$ cat src/rtl/uart_tx_fifo.sv
// 8N1 UART transmitter with an 8-deep show-ahead byte FIFO and its own baud counter.
// Bytes are sent LSB-first; queued bytes follow each other with no idle gap between frames.
module uart_tx_fifo #(
  parameter int BPS_DIV = 434,
  parameter int FIFO_AW = 3
) (
  input  logic               sclk,
  input  logic               rst_n,
  input  logic [7:0]         tx_data,
  input  logic               tx_valid,
  output logic               tx_ready,
  output logic               tx,
  output logic               tx_busy,
  output logic [FIFO_AW:0]   fifo_cnt
);

  localparam int DEPTH = 2 ** FIFO_AW;
  localparam int BW    = $clog2(BPS_DIV);

  localparam logic [BW-1:0]      BAUD_ZERO = BW'(0);
  localparam logic [BW-1:0]      BAUD_ONE  = BW'(1);
  localparam logic [BW-1:0]      BAUD_LAST = BW'(BPS_DIV - 1);
  localparam logic [FIFO_AW:0]   CNT_ZERO  = (FIFO_AW + 1)'(0);
  localparam logic [FIFO_AW:0]   CNT_ONE   = (FIFO_AW + 1)'(1);
  localparam logic [FIFO_AW:0]   CNT_FULL  = (FIFO_AW + 1)'(DEPTH);
  localparam logic [FIFO_AW-1:0] PTR_ZERO  = FIFO_AW'(0);
  localparam logic [FIFO_AW-1:0] PTR_ONE   = FIFO_AW'(1);

  typedef enum logic [1:0] {
    S_IDLE  = 2'd0,
    S_START = 2'd1,
    S_DATA  = 2'd2,
    S_STOP  = 2'd3
  } state_t;

  state_t             state_r;
  logic [BW-1:0]      baud_cnt_r;
  logic [2:0]         bit_cnt_r;
  logic [7:0]         shift_r;
  logic               tx_r;
  logic               busy_r;
  logic [FIFO_AW-1:0] wr_ptr_r;
  logic [FIFO_AW-1:0] rd_ptr_r;
  logic [FIFO_AW:0]   cnt_r;
  logic               avail_r;
  logic [7:0]         mem_r [DEPTH];

  logic               push_s;
  logic               pop_s;
  logic               bit_end_s;
  logic               full_s;
  logic [7:0]         head_s;

  // Handshake, bit timing and load decision
  always_comb begin
    full_s    = (cnt_r == CNT_FULL);
    push_s    = tx_valid && !full_s;
    bit_end_s = (baud_cnt_r == BAUD_LAST);
    head_s    = mem_r[rd_ptr_r];
    pop_s     = 1'b0;
    case (state_r)
      // an idle FSM only sees a fresh push one cycle after the count rises
      S_IDLE: begin
        if (avail_r && (cnt_r != CNT_ZERO)) begin
          pop_s = 1'b1;
        end else begin
          pop_s = 1'b0;
        end
      end
      S_STOP: begin
        if (bit_end_s && (cnt_r != CNT_ZERO)) begin
          pop_s = 1'b1;
        end else begin
          pop_s = 1'b0;
        end
      end
      default: pop_s = 1'b0;
    endcase
  end

  assign tx_ready = !full_s;
  assign tx       = tx_r;
  assign tx_busy  = busy_r;
  assign fifo_cnt = cnt_r;

  // FIFO storage write port
  always_ff @(posedge sclk) begin
    if (push_s) begin
      mem_r[wr_ptr_r] <= tx_data;
    end
  end

  // FIFO pointers, occupancy and the delayed not-empty flag
  always_ff @(posedge sclk or negedge rst_n) begin
    if (!rst_n) begin
      wr_ptr_r <= PTR_ZERO;
      rd_ptr_r <= PTR_ZERO;
      cnt_r    <= CNT_ZERO;
      avail_r  <= 1'b0;
    end else begin
      avail_r <= (cnt_r != CNT_ZERO);
      if (push_s) begin
        wr_ptr_r <= wr_ptr_r + PTR_ONE;
      end
      if (pop_s) begin
        rd_ptr_r <= rd_ptr_r + PTR_ONE;
      end
      if (push_s && !pop_s) begin
        cnt_r <= cnt_r + CNT_ONE;
      end else if (pop_s && !push_s) begin
        cnt_r <= cnt_r - CNT_ONE;
      end
    end
  end

  // Serialiser FSM with baud and bit counters
  always_ff @(posedge sclk or negedge rst_n) begin
    if (!rst_n) begin
      state_r    <= S_IDLE;
      baud_cnt_r <= BAUD_ZERO;
      bit_cnt_r  <= 3'd0;
      shift_r    <= 8'h00;
      tx_r       <= 1'b1;
      busy_r     <= 1'b0;
    end else begin
      case (state_r)
        S_IDLE: begin
          baud_cnt_r <= BAUD_ZERO;
          if (pop_s) begin
            state_r <= S_START;
            shift_r <= head_s;
            tx_r    <= 1'b0;
            busy_r  <= 1'b1;
          end else begin
            tx_r   <= 1'b1;
            busy_r <= 1'b0;
          end
        end
        S_START: begin
          if (bit_end_s) begin
            state_r    <= S_DATA;
            baud_cnt_r <= BAUD_ZERO;
            bit_cnt_r  <= 3'd0;
            tx_r       <= shift_r[0];
          end else begin
            baud_cnt_r <= baud_cnt_r + BAUD_ONE;
          end
        end
        S_DATA: begin
          if (bit_end_s) begin
            baud_cnt_r <= BAUD_ZERO;
            if (bit_cnt_r == 3'd7) begin
              state_r <= S_STOP;
              tx_r    <= 1'b1;
            end else begin
              shift_r   <= {1'b0, shift_r[7:1]};
              tx_r      <= shift_r[1];
              bit_cnt_r <= bit_cnt_r + 3'd1;
            end
          end else begin
            baud_cnt_r <= baud_cnt_r + BAUD_ONE;
          end
        end
        S_STOP: begin
          if (bit_end_s) begin
            baud_cnt_r <= BAUD_ZERO;
            // zero-gap framing: the next start bit follows the stop bit directly
            if (pop_s) begin
              state_r <= S_START;
              shift_r <= head_s;
              tx_r    <= 1'b0;
            end else begin
              state_r <= S_IDLE;
              tx_r    <= 1'b1;
              busy_r  <= 1'b0;
            end
          end else begin
            baud_cnt_r <= baud_cnt_r + BAUD_ONE;
          end
        end
        default: begin
          state_r    <= S_IDLE;
          baud_cnt_r <= BAUD_ZERO;
          tx_r       <= 1'b1;
          busy_r     <= 1'b0;
        end
      endcase
    end
  end

endmodule

$ cat config.mk
export PLATFORM = sky130hd
export DESIGN_NAME = uart_tx_fifo
export DESIGN_NICKNAME = d
export VERILOG_FILES = /design/src/rtl/uart_tx_fifo.sv
export SDC_FILE = /design/constraint.sdc
export NUM_CORES = 1
export LEC_CHECK = 0
export BUFFER_PORTS_ARGS = -buffer_cell sky130_fd_sc_hd__buf_2
export CAP_MARGIN = 15
export CORE_MARGIN = 10
export CORE_UTILIZATION = 55
export DETAILED_ROUTE_END_ITERATION = 6
export GPL_TIMING_DRIVEN = 0
export MAX_ROUTING_LAYER = met4
export PLACE_DENSITY = 0.75
export SYNTH_ARGS = -nofsm -noshare
export SYNTH_HDL_FRONTEND = slang
export SYNTH_SLANG_ARGS = --single-unit
$ cat constraint.sdc
create_clock -name sclk -period 5.2 [get_ports sclk]
set_clock_uncertainty 0.2 [all_clocks]
set_input_delay 1.04 -clock sclk [delete_from_list [all_inputs] [get_ports sclk]]
set_output_delay 1.04 -clock sclk [all_outputs]
set_load 0.005 [all_outputs]
; After elaboration in Yosys (flattened, before gate mapping)
; Memories as Yosys holds them, arrays and structs flattened.
; Cells that the tools add are included.
[word_totals]
mem_count = 1
out_inout_bits = 7
reg_bits = 35
wordCells = 85
in_bits = 11
mem_bits_rw = 64
[memory_table]
columns = memory, words, width, read_ports, rd_clocked_by_memory_dff, write_ports, line_no
row1 = mem_r, 8, 8, 1, 0, 1, 46  ; logic [7:0] mem_r [DEPTH];
[op_classes]
n_reduce_logical = 20
eq_ne = 13
addsub = 6
muxes = 35
[op_table]
columns = operator, n
row1 = $mux W8, 4
row2 = $pmux W8 S3, 1
row3 = $pmux W9 S2, 1
row4 = $ne A2 B2 Y1 const B, 7
row5 = $mux W1, 13
row6 = $mux W2, 5
row7 = $add A3 B1 Y3 const B, 3
row8 = $add A9 B1 Y9 const B, 1
row9 = $eq A9 B9 Y1 const B, 1
row10 = $mux W3, 3
row11 = $mux W9, 1
row12 = $mux W4, 2
row13 = $pmux W2 S4, 1
row14 = $reduce_and A4 Y1, 2
row15 = $pmux W3 S2, 1
row16 = $reduce_and A3 Y1, 2
row17 = $reduce_bool A2 Y1, 3
row18 = $logic_and A1 B1 Y1, 5
row19 = $reduce_and A5 Y1, 1
row20 = $add A4 B1 Y4 const B, 1
row21 = $eq A2 B2 Y1 const B, 2
row22 = $eq A4 B4 Y1 const B, 1
row23 = $pmux W1 S2, 2
row24 = $pmux W1 S4, 1
row25 = other kinds (8), 10

; Longest topological paths before layout
; Gate-level depths: netlist of the first run.
[depth]
ltp_word = 7
mapped_depth = 14

; Least setup slack after synthesis of the first run
; Ideal clock, no wire load.
[synth_path]
path_kind = in2reg
from = in tx_valid
to = reg cnt_r[3] (netlist: fifo_cnt[3])
cell_stages = 10
slack_ns = 2.414
t_arrival_ns = 2.457
path_buffers = 0
cell_sequence = nand2_1 > inv_1 > ha_1 > inv_1 > ha_1 > a21o_1 > a21oi_1 > xnor2_1 > nor2_1 > xor2_1
[synth_between]
elab_chain_cells = 4
elab_cells_between_ends = 6
cone_classes = mux: 1 / reduce/logical: 5
[synth_lines]
columns = element, line_no
row1 = "start, declared", 10  ; input logic tx_valid,
row2 = $logic_and A1 B1 Y1 (*), 57  ; push_s = tx_valid && !full_s;
row3 = via push_s, 48  ; logic push_s;
row4 = $logic_not A1 Y1, 110  ; end else if (pop_s && !push_s) begin
row5 = $logic_and A1 B1 Y1, 110
row6 = $reduce_bool A2 Y1 (no line), n/a
row7 = "end signal, assigned", 109  ; cnt_r <= cnt_r + CNT_ONE;
row8 = "end signal, assigned", 111  ; cnt_r <= cnt_r - CNT_ONE;
row9 = "end, declared", 44  ; logic [FIFO_AW:0] cnt_r;
; Mark *: on every way through the listed nets, which the timed path passes. The rest lies on a longest branch.
; A chain may end at the register's enable or synchronous reset.

; Worst setup path in the final report of the first run
[layout_path]
from = reg state_r[1]
to = reg cnt_r[3] (netlist: fifo_cnt[3])
[layout_between]
elab_chain_cells = 5
elab_cells_between_ends = 8
cone_classes = eq/ne: 1 / mux: 2 / reduce/logical: 5
[layout_lines]
columns = element, line_no
row1 = "start, declared", 36  ; state_t state_r;
row2 = "start signal, assigned", 119  ; state_r <= S_IDLE;
row3 = "start signal, assigned", 130  ; state_r <= S_START;
row4 = "start signal, assigned", 141  ; state_r <= S_DATA;
row5 = $eq A2 B2 Y1 or $logic_not A2 Y1 (tied branches), 61  ; case (state_r)
row6 = $pmux W1 S2 (*), 61
row7 = $logic_not A1 Y1, 108  ; if (push_s && !pop_s) begin
row8 = $logic_and A1 B1 Y1, 108
row9 = $mux W4 or $reduce_bool A2 Y1 (tied branches), n/a
; Every way passes the cells marked *; elsewhere a longest branch is shown, timed or not.

==> results of run 1 <==
-- path summary, 6_finish.rpt --
kind / cells past startpoint / slack, ns / end
min in group asynchronous: 1 / 0.55 / baud_cnt_r[4]
max in group asynchronous: 1 / 3.76 / shift_r[4]
min reg2reg: 2 / 0.30 / bit_cnt_r[2]
min: 2 / 0.30 / bit_cnt_r[2]
max: 13 / 2.12 / fifo_cnt[3]
max reg2reg: 13 / 2.12 / fifo_cnt[3]
-- logic make-up (layout without fill, tap and decap cells) --
logic type | count (synthesis) | after routing | synth area share
AOI/OAI and AO/OA | 29 | 29 | 0.04721
xor gates and xnor gates | 15 | 15 | 0.03004
adders and majority gates | 15 | 15 | 0.04464
buffers and inverters | 15 | 52 | 0.01574
DFF | 99 | 99 | 0.6401
muxes | 35 | 35 | 0.1348
and+or+nand+nor | 75 | 75 | 0.08756
-- power breakdown --
group | switching [mW] | leakage, nW | internal, mW
combinational | 0.624 | 0.713 | 0.585
sequential | 0.132 | 1.01 | 1.04
clock | 0.272 | 0.0879 | 0.181
-- sequential cells by signal (all words and copies together) (netlist names) --
name / count
fifo_cnt: 4
tx: 1
avail_r: 1
tx_busy: 1
baud_cnt_r: 9
wr_ptr_r: 3
shift_r: 8
mem_r: 64
bit_cnt_r: 3
rd_ptr_r: 3
state_r: 2
-- Yosys cell counts (all sizes together) (2+ instances only) --
cell,number
edfxtp,64
dfrtp,34
nand2,30
nor2,18
mux4,16
o21ai,16
ha,14
mux2,10
xnor2,10
mux2i,9
nor3,8
inv,7
clkbuf,5
xor2,5
nand2b,4
nand3,4
a31oi,3
buf,3
nor2b,3
a21oi,2
nor4,2
-- critical path, stage by stage (launching register included) --
cell     delay, ns
dfrtp_1       0.45
ha_1          0.33
nor2b_1       0.23
a31oi_4       0.06
nor3_4        0.33
inv_2         0.11
ha_1          0.23
inv_1         0.11
ha_1          0.24
a21o_1        0.15
a21oi_1       0.17
xnor2_1       0.14
nor2_1        0.07
xor2_1        0.14
-- final cells by class --
| type | count | area, sq um | area share |
|---|---|---|---|
| plain buffers | 8 | 42.54 | 0.008850 |
| clock buffers | 9 | 123.9 | 0.02577 |
| clock inverters | 7 | 61.31 | 0.01275 |
| inverters | 7 | 26.28 | 0.005466 |
| multi-input cells | 169 | 1516 | 0.3155 |
| flip-flops and latches | 99 | 2799 | 0.5822 |
| well taps | 102 | 127.6 | 0.02655 |
| repair buffers | 21 | 110.1 | 0.02290 |
-- metal layers --
layer  GRT usage  up-vias
met5           -        -
met4     0.04802        0
met3     0.02773        7
met2      0.2339       38
met1      0.1764     1186
li1            -     1122
-- stage by stage --
step | util | power (mW) | setup slack, ns | instance area [sq um] | std cells
floorplan | - | 2.104 | 2.414 | 4373 | 283
global placement | 0.5934 | 2.342 | 1.747 | 4586 | 402
detailed placement | 0.5981 | 2.405 | 2.033 | 4622 | 406
CTS | 0.6221 | 2.861 | 2.119 | 4807 | 422
global route | 0.6221 | 3.039 | 1.916 | 4807 | 422
finish | 0.6221 | 2.834 | 2.119 | 4807 | 422
==> summary.md, run 1 <==
| Metric | Value |
|---|---|
| Status | finished, final reports clean |
| Final worst path period share | 0.5926 |
| Vias in the first global route | around 2,400 |
| Area delta synth->final | 9.928% |
| Setup Viol. Count Final | 0 |
| GRT Overall Usage | 0.1436 |
| Initial antenna violation count | 0 |
| GRT overflow | 0 |
| # rows | 32 |
| Met2 wire len | 3772 um |
| Die X | 109.2 um |
| Number of synthesized flops with an enable pin | 64 |
| Post-layout minimum cycle time | a little over 3 ns |
| Hold Crit Class | reg2reg |
| Core Box Area | 0.007727 sq mm |
| Die Ht | 109.2 um |
| CP Max Fanout | 8 |
| Antenna cells | 0 |
| Unrepaired setup endpoints after global routing | no |
| Share of the yosys chip area belonging to registers | 0.6401 |
| Clk Latency, worst-skew pair | 0.36 ns |
| Final HPWL DP | 5290 um |
| Fmax | 324.5 MHz |
| CP Class | reg2reg |
| Fill count | 568 |
| Arrival @ worst endpoint | 3.12 ns |
| Top cells by area, synth | edfxtp_1 44%, dfrtp_1 19%, mux4_2 8.2% |
| CTS Buf Count | 9 |
| Die Footprint | roughly 0.012 sq mm |
| Synth area leader | edfxtp_1 |
| PortBufs | 17 |
| Syn. warnings | 0 |
| RR Startpoint | state_r[1] |
| DR top layer | met4 |
| Clock Tree Root | clkbuf_8 |
| Fin. Hold Viols | 0 |
| Lkg Pwr | 1.811 nW |
| Drt via density | 5.576 |
| Start point of the critical path | state_r[1] |
| Final nets | 341 |
| CTS tree | yes |
| Final Wtd Congestion | 0.8441 |
| Syn Nets | 309 |
| Hold Worst Slack | ~0.30 ns |
| Starting density of the core | 0.5659 |
| Worst IR Drop VDD | between 200 and 300 uV |
| Top FF cell, synth | edfxtp_1 |
| FFs w/ async S/R, synth | 0.3535 |
| Yosys cell types | between 40 and 50 |
| Detailed Route WL | approximately 7500 um |
| Maximum number of pins on one net before global-route repair | 36 |
| I/O pin count | 18 |
| Max Cap Viol | 0 |
| H-tree depth | 3 |
| Clock Path Buffers | 2 |
| Clock-pin slew on the worst setup and hold paths | 0.10 ns |
| Headroom to the max-slew limit | 0.3758 |
| CTS resizes | 0 |
| Post-DRT Antenna Nets | 0 |
| Mean Syn Cell Area | 15.45 sq um |
| Pwr Density | 589.6 mW/mm^2 |
| Clock sinks | 99 |
| Mapped Area | 0.004373 sq mm |
| Initial DRC count | 92 |
| Number of setup buffers added after CTS | 0 |
| First-pass GRT wire length | 12,710 um |
| DRC | 0 |
| Commonest non-fill, non-tap cell in the layout | edfxtp_1 |
| Hold_buf cts | 0 |
| Share of the synthesized area in the top cell type | 0.4395 |
| CP Launch Type | register |
| Share of cells above drive strength 1 | 0.2438 |
| Vias | 2,353 |
| Cells after Synth | 283 |
| WL met3 | 273 um |
| Setup TNS | 0 ns |
| WL met1 | approximately 3400 um |
| Most frequent cells in the layout | 64 x edfxtp_1, 34 x dfrtp_1, 30 x nand2_1, 20 x buf_2, 18 x nor2_1 |
| Hold Path Origin | bit_cnt_r[2] |
| #FFs+latches synth | 99 |
| Drt wl/cell | 17.80 um |
| Critical path capture point type | register |
| Drt first pass iters | 5 |
| Max-slew violation count | 0 |
| Worst slew pin tran | 0.9291 ns |
| CP Data Required Time | around 5.2 ns |
(Power assumes the default switching activity.)
==> run 2: changes to the inputs <==
Settings changed: ABC_AREA from default to 1, PLACE_DENSITY 0.75 to 0.78.
Clock period 5.2 ns to 2.55 ns, I/O delays scaled along.
==> run 2 against run 1 <==
Effect of this change:
- global-route usage rose by 0.80 points
- non-clock buffer count rose by 15
- combinational power rose to 2.6 times the previous value
- sequential cell count did not move
- clock power rose by 130%
- register-to-register slack got worse by 2.0 ns
- setup slack got worse by 2.0 ns
- highest routed layer unchanged
==> summary.md, run 2 <==
| Metric | Value |
|---|---|
| Hold Crit Class | in2async |
| Final HPWL DP | approximately 6300 um |
| Die Ht | 111.6 um |
| Vias in the first global route | 3,191 |
| DP Cell Count | just under 600 |
| Top cells by area, synth | edfxtp_1 42%, dfrtp_1 18%, nand2_1 15% |
| Top FF cell, synth | edfxtp_1 |
| Worst slew pin tran | 0.8143 ns |
| # rows | 33 |
| Final worst path period share | 0.9659 |
| Top post-synthesis cells by count | 182 x nand2_1, 64 x edfxtp_1, 40 x nand3_1 |
| Multi-input gate area | about 0.0017 sq mm |
| Starting density of the core | 0.5647 |
| Detailed Route WL | 9478 um |
| Cells after Synth | 473 |
| PortBufs | 17 |
| Vias | ~3,400 |
| Fin worst setup slack | 0.08684 ns |
| Share of the synthesized area in the top cell type | 0.4163 |
| Sequential standard cell area | 0.002801 sq mm |
| Number of flip-flops in the largest register | 64 |
| Mapped Area | 0.004617 sq mm |
| CP Data Required Time | approximately 2.6 ns |
| Lkg Pwr | 2.297 nW |
| Headroom to the max-slew limit | 0.4551 |
| Initial antenna violation count | 0 |
| Arrival @ worst endpoint | 2.53 ns |
| Post-layout minimum cycle time | 2.463 ns |
| Maximum number of pins on one net before global-route repair | 36 |
| Clk Latency, worst-skew pair | 0.37 ns |
| DRC | 0 |
| CP Launch Type | register |
| Clock Path Buffers | 2 |
| Drt first pass iters | 5 |
| Share of the yosys chip area belonging to registers | 0.6062 |
| H-tree depth | 3 |
| CP Cell Sequence | inv_4, ha_4, nor2_1, nand2_1, inv_4, nand2_8, ha_4, inv_4, buf_4, fa_1, mux2_2 |
| Fill count | 638 |
| Slowest CP cell | dfrtp_2 |
| First-pass GRT wire length | around 15,000 um |
| CTS Buf Count | 9 |
| Fin. Hold Viols | 0 |
| CTS tree | yes |
| Max-slew violation count | 0 |
| Post-DRT Antenna Nets | 0 |
| Drt wl/cell | 15.16 um |
| Core Util, Final | 0.6387 |
| CP Max Fanout | 5 |
| Share of cells above drive strength 1 | 0.1731 |
| GRT overflow | 0 |
| Total Power | 6.487 mW |
| Critical path capture point type | register |
| Biggest register | mem_r |
| Syn Nets | 499 |
| CP Class | reg2reg |
| Most frequent cells in the layout | 181 x nand2_1, 64 x edfxtp_1, 40 x nand3_1, 32 x dfrtp_1, 31 x nor2_1 |
| Clock-pin slew on the worst setup and hold paths | 0.11 ns |
| Most frequent CP cell | inv_4 |
| Top-count cell post-synth | nand2_1 |
| Clock sinks | 99 |
| CP peak stage delay | 0.48 ns |
| Number of synthesized flops with an enable pin | 64 |
| GRT Overall Usage | 0.1516 |
| Status | finished, final reports clean |
| Layout Cells excl Fill | 625 |
| Die X | 111.6 um |
| #FFs+latches synth | 99 |
| Core Box Area | roughly 0.008 sq mm |
| Final Wtd Congestion | just under 0.9 |
| Yosys cell types | 37 |
| Drt via density | ~5.4 |
| Top flop regs | mem_r: 64 flops, baud_cnt_r: 9 flops, shift_r: 8 flops |
| Max Cap Viol | 0 |
| Area delta synth->final | 13.09% |
| Clock Tree Root | clkbuf_8 |
| Commonest non-fill, non-tap cell in the layout | nand2_1 |
| Die Footprint | 0.01246 sq mm |
| Setup Viol. Count Final | 0 |
| Pwr Density | 1242 mW/mm^2 |
| FFs w/ async S/R, synth | 0.3535 |
| Antenna cells | 0 |
| Post-Place Worst Slack | -0.1834 ns |
| Synth area leader | edfxtp_1 |
| Fmax | 406.0 MHz |
| I/O pin count | 18 |
| Mean Syn Cell Area | 9.761 sq um |
| Worst IR Drop VDD | around 560 uV |
| Syn. warnings | 0 |
| Final nets | 541 |
| Initial DRC count | 330 |
[run 2: worst max-delay path, delay by kind of cell, from the launching register on]
| kind | cells | cell delay (ns) |
|---|---|---|
| fa+ha+maj | 3 | 0.77 |
| flops | 1 | 0.48 |
| buf+inv | 4 | 0.39 |
| mux | 1 | 0.27 |
| simple gates | 3 | 0.24 |
[run 2: where the power goes]
part	internal, mW	total [mW]	switching, mW
combinational	1.20	3.11	1.91
sequential	2.12	2.33	0.215
clock	0.400	1.05	0.646
[run 2: cells by family (layout without fill, tap and decap cells)]
group | count (synthesis) | after routing | synth area share
buf+inv | 51 | 98 | 0.04797
compound gates | 25 | 25 | 0.02954
fa+ha+maj | 15 | 15 | 0.04228
flops | 99 | 99 | 0.6062
xor+xnor | 8 | 8 | 0.01518
simple gates | 274 | 274 | 0.2564
mux | 1 | 1 | 0.002439
[run 2: layer usage]
layer  vias to the layer above  routed length [um]  GRT usage
li1                       1621                   -          -
met1                      1641                4056     0.1753
met2                       100                4866     0.2603
met3                        11                 455    0.03650
met4                         0                 100    0.03428
met5                         -                   0          -
[run 2: final cells by class]
cell class / count / area share
plain buffers: 13 / 0.01390
clock buffers: 9 / 0.02372
clock inverters: 7 / 0.01653
inverters: 38 / 0.02971
multi-input cells: 323 / 0.3180
flip-flops and latches: 99 / 0.5365
well taps: 105 / 0.02516
repair buffers: 31 / 0.03642
[run 2: worst paths after layout]
check	slack (ns)	from	cells past startpoint	end
hold reg to reg	0.29	shift_r[5]	2	shift_r[5]
setup reg to reg	0.09	state_r[0]	11	fifo_cnt[1]
max in group asynchronous	1.61	rst_n	1	state_r[1]
hold / removal	0.005	rst_n	1	bit_cnt_r[2]
min in group sclk	0.21	tx_data[1]	1	mem_r[2][1]
setup / recovery	0.09	state_r[0]	11	fifo_cnt[1]
[run 2: what timing repair did]
action | in CTS | in global routing
pin swaps | 2 | 7
hold buffers | 0 | 0
endpoints found under the setup margin | 2 | 1
gates resized for setup | 8 | 10
setup buffers | 6 | 8
[run 2: through the flow]
step                      TNS [ns]  hold WS, ns  instance area [sq um]
after floorplan                  0      0.01441                   4617
after global placement     -0.1075       0.2616                   4833
after detailed placement   -0.1834       0.2655                   4833
after CTS                        0      0.02735                   5130
after global routing       -0.1933      0.07587                   5221
final                            0     0.004997                   5221
==> run 3: changes to the inputs <==
Settings changed: GPL_ROUTABILITY_DRIVEN from default to 0, GPL_TIMING_DRIVEN 0 to default, HOLD_SLACK_MARGIN from default to 0.02.
==> run 3 against run 2 <==
Effect of this change:
- sequential share of layout area fell by 0.28 points
- worst hold slack improved by 0.0079 ns
- sequential power fell by 2%
- non-clock buffer count rose by 7
- clock-buffer cell count did not move
- core utilization rose by 0.28 points
- critical path type unchanged
- final cell count rose by 1.1%
- setup slack got worse by 0.012 ns
- first-iteration DRC count fell by 26%
- maximum frequency fell by 0.50%
- final area rose by 0.43%
- combinational power rose by 3%
==> summary.md, run 3 (same netlist as run 2, synthesis figures left out) <==
| Metric | Value |
|---|---|
| Drt first pass iters | 5 |
| Top flop regs | mem_r: 64 flops, baud_cnt_r: 9 flops, shift_r: 8 flops |
| Fmax | 404.0 MHz |
| CP Class | reg2reg |
| WL met3 | about 400 um |
| Start point of the critical path | state_r[1] |
| Comb pwr share | 0.496 |
| H-tree depth | 3 |
| Most frequent cells in the layout | 181 x nand2_1, 64 x edfxtp_1, 40 x nand3_1, 34 x dfrtp_1, 34 x buf_4 |
| CP Data Required Time | 2.61 ns |
| Worst r2r dst | fifo_cnt[1] |
| Die Ht | 111.6 um |
| Vias | about 3,200 |
| Vias in the first global route | 3,188 |
| CTS Buf Count | 9 |
| Clk pwr share | 0.148 |
| Clock-pin slew on the worst setup and hold paths | 0.10 ns |
| CP Cell Sequence | buf_4, ha_2, nor2_1, nor2_1, nand2_1, inv_4, nand2_8, ha_2, inv_2, buf_4, fa_1, mux2_2 |
| CP Max Fanout | 4 |
| GRT Overall Usage | 0.1528 |
| Core Box Area | just over 0.008 sq mm |
| Maximum number of pins on one net before global-route repair | 36 |
| First-pass GRT wire length | between 15,000 and 20,000 um |
| Die Footprint | 0.01246 sq mm |
| DP Cell Count | 601 |
| Slowest CP cell | dfrtp_1 |
| Setup slack, reg-to-reg | 0.07 ns |
| Fin. Hold Viols | 0 |
| Pwr Density | 1226 mW/mm^2 |
| Final HPWL DP | 5965 um |
| Detailed Route WL | 9152 um |
| DR top layer | met4 |
| Antenna cells | 0 |
| Critical path capture point type | register |
| DRC | 0 |
| Initial DRC count | between 200 and 250 |
| PortBufs | 17 |
| Final instance area | 0.005244 sq mm |
| CP peak stage delay | 0.43 ns |
| CP Launch Type | register |
| Layout Cells excl Fill | 632 |
| Net Sw Power | 2.689 mW |
| Core Util, Final | 0.6414 |
| Commonest non-fill, non-tap cell in the layout | nand2_1 |
| GRT overflow | 0 |
| Max-slew violation count | 0 |
| Lkg Pwr | between 2 and 2.5 nW |
| Share of cells above drive strength 1 | 0.1822 |
| Sw Ratio | 0.4184 |
| Post-DRT Antenna Nets | 0 |
| Int Pwr | 3.738 mW |
| R2R depth | 12 |
| Arrival @ worst endpoint | 2.53 ns |
| Final worst path period share | 0.9708 |
| Worst IR Drop VDD | 554.1 uV |
| WL met1 | 3752 um |
| Clk Latency, worst-skew pair | about 0.36 ns |
| Setup Viol. Count Final | 0 |
| I/O pin count | 18 |
| Area delta synth->final | 13.58% |
| Seq pwr share | 0.356 |
| Drt wl/cell | around 14 um |
| Drt via density | 5.133 |
| Number of flip-flops in the largest register | 64 |
| Met2 wire len | 4853 um |
| End point of the critical path | fifo_cnt[1] |
| Die X | approximately 110 um |
| Worst slew pin tran | slightly below 0.8 ns |
| Hold Crit Class | in2async |
| RR Startpoint | state_r[1] |
| Clock Path Buffers | 2 |
| DP Area | 0.004903 sq mm |
| Max Cap Viol | 0 |
| Headroom to the max-slew limit | 0.4866 |
| Biggest register | mem_r |
| Clock Tree Root | clkbuf_8 |
| Starting density of the core | 0.5647 |
| Status | finished, final reports clean |
| CTS tree | yes |
| Hold Worst Slack | 0.01293 ns |
| Post-layout minimum cycle time | 2.475 ns |
| Initial antenna violation count | 0 |
| # rows | 33 |
| Clock sinks | 99 |
| Final nets | 548 |
run 3: timing repair:
action / in CTS / in global routing
setup endpoints to repair: 1 / 1
buffers inserted: 4 / 11
pin swaps: 0 / 5
resized for setup: 2 / 8
hold buffers: 0 / 0
run 3: metrics by stage:
stage | power (mW) | setup slack, ns | setup TNS (ns)
finish | 6.427 | 0.07452 | 0
global placement | 5.065 | 0.04632 | 0
detailed placement | 5.189 | -0.1203 | -0.1203
global route | 6.981 | -0.07144 | -0.1700
CTS | 6.235 | 0.01261 | 0
floorplan | 4.412 | 0.03031 | 0
run 3: routing by layer:
metal  up-vias  GRT usage
met3        15    0.02738
met1      1518     0.1795
met4         0    0.05227
met5         -          -
li1       1633          -
met2        78     0.2580
run 3: worst max-delay path, delay by kind of cell (launching register included):
family	cells	cell delay (ns)
buffers and inverters	4	0.40
multiplexers	1	0.26
AND/OR/NAND/NOR	4	0.32
flip-flops	1	0.43
adder cells (fa/ha/maj)	3	0.76
run 3: cell type report:
| type | instances | area, sq um |
|---|---|---|
| inverter | 38 | 150.1 |
| clock inverter | 7 | 62.56 |
| clock buffer | 9 | 123.9 |
| multi-input combinational | 323 | 1637 |
| fill | 638 | 2932 |
| timing repair buffer | 51 | 340.3 |
| tap | 105 | 131.4 |
| sequential | 99 | 2799 |
run 3: how the worst min path moves through the flow:
stage	cells after the start	slack, ns	end	from
global route	1	0.06	rd_ptr_r[1]	rst_n
detailed placement	2	0.27	shift_r[6]	shift_r[6]
finish	1	0.01	rd_ptr_r[1]	rst_n
global placement	2	0.26	shift_r[1]	shift_r[1]
CTS	1	0.03	rd_ptr_r[1]	rst_n
floorplan	0	0.01	avail_r	rst_n
run 3: power groups by stage:
| stage | Clock (mW) | Combinational (mW) | Sequential, mW |
|---|---|---|---|
| final | 0.951 | 3.19 | 2.29 |
| after global routing | 1.04 | 3.62 | 2.33 |
| after CTS | 0.972 | 2.97 | 2.29 |
| after detailed placement | 0 | 2.86 | 2.33 |
| after global placement | 0 | 2.75 | 2.32 |
| after floorplan | 0 | 2.10 | 2.31 |
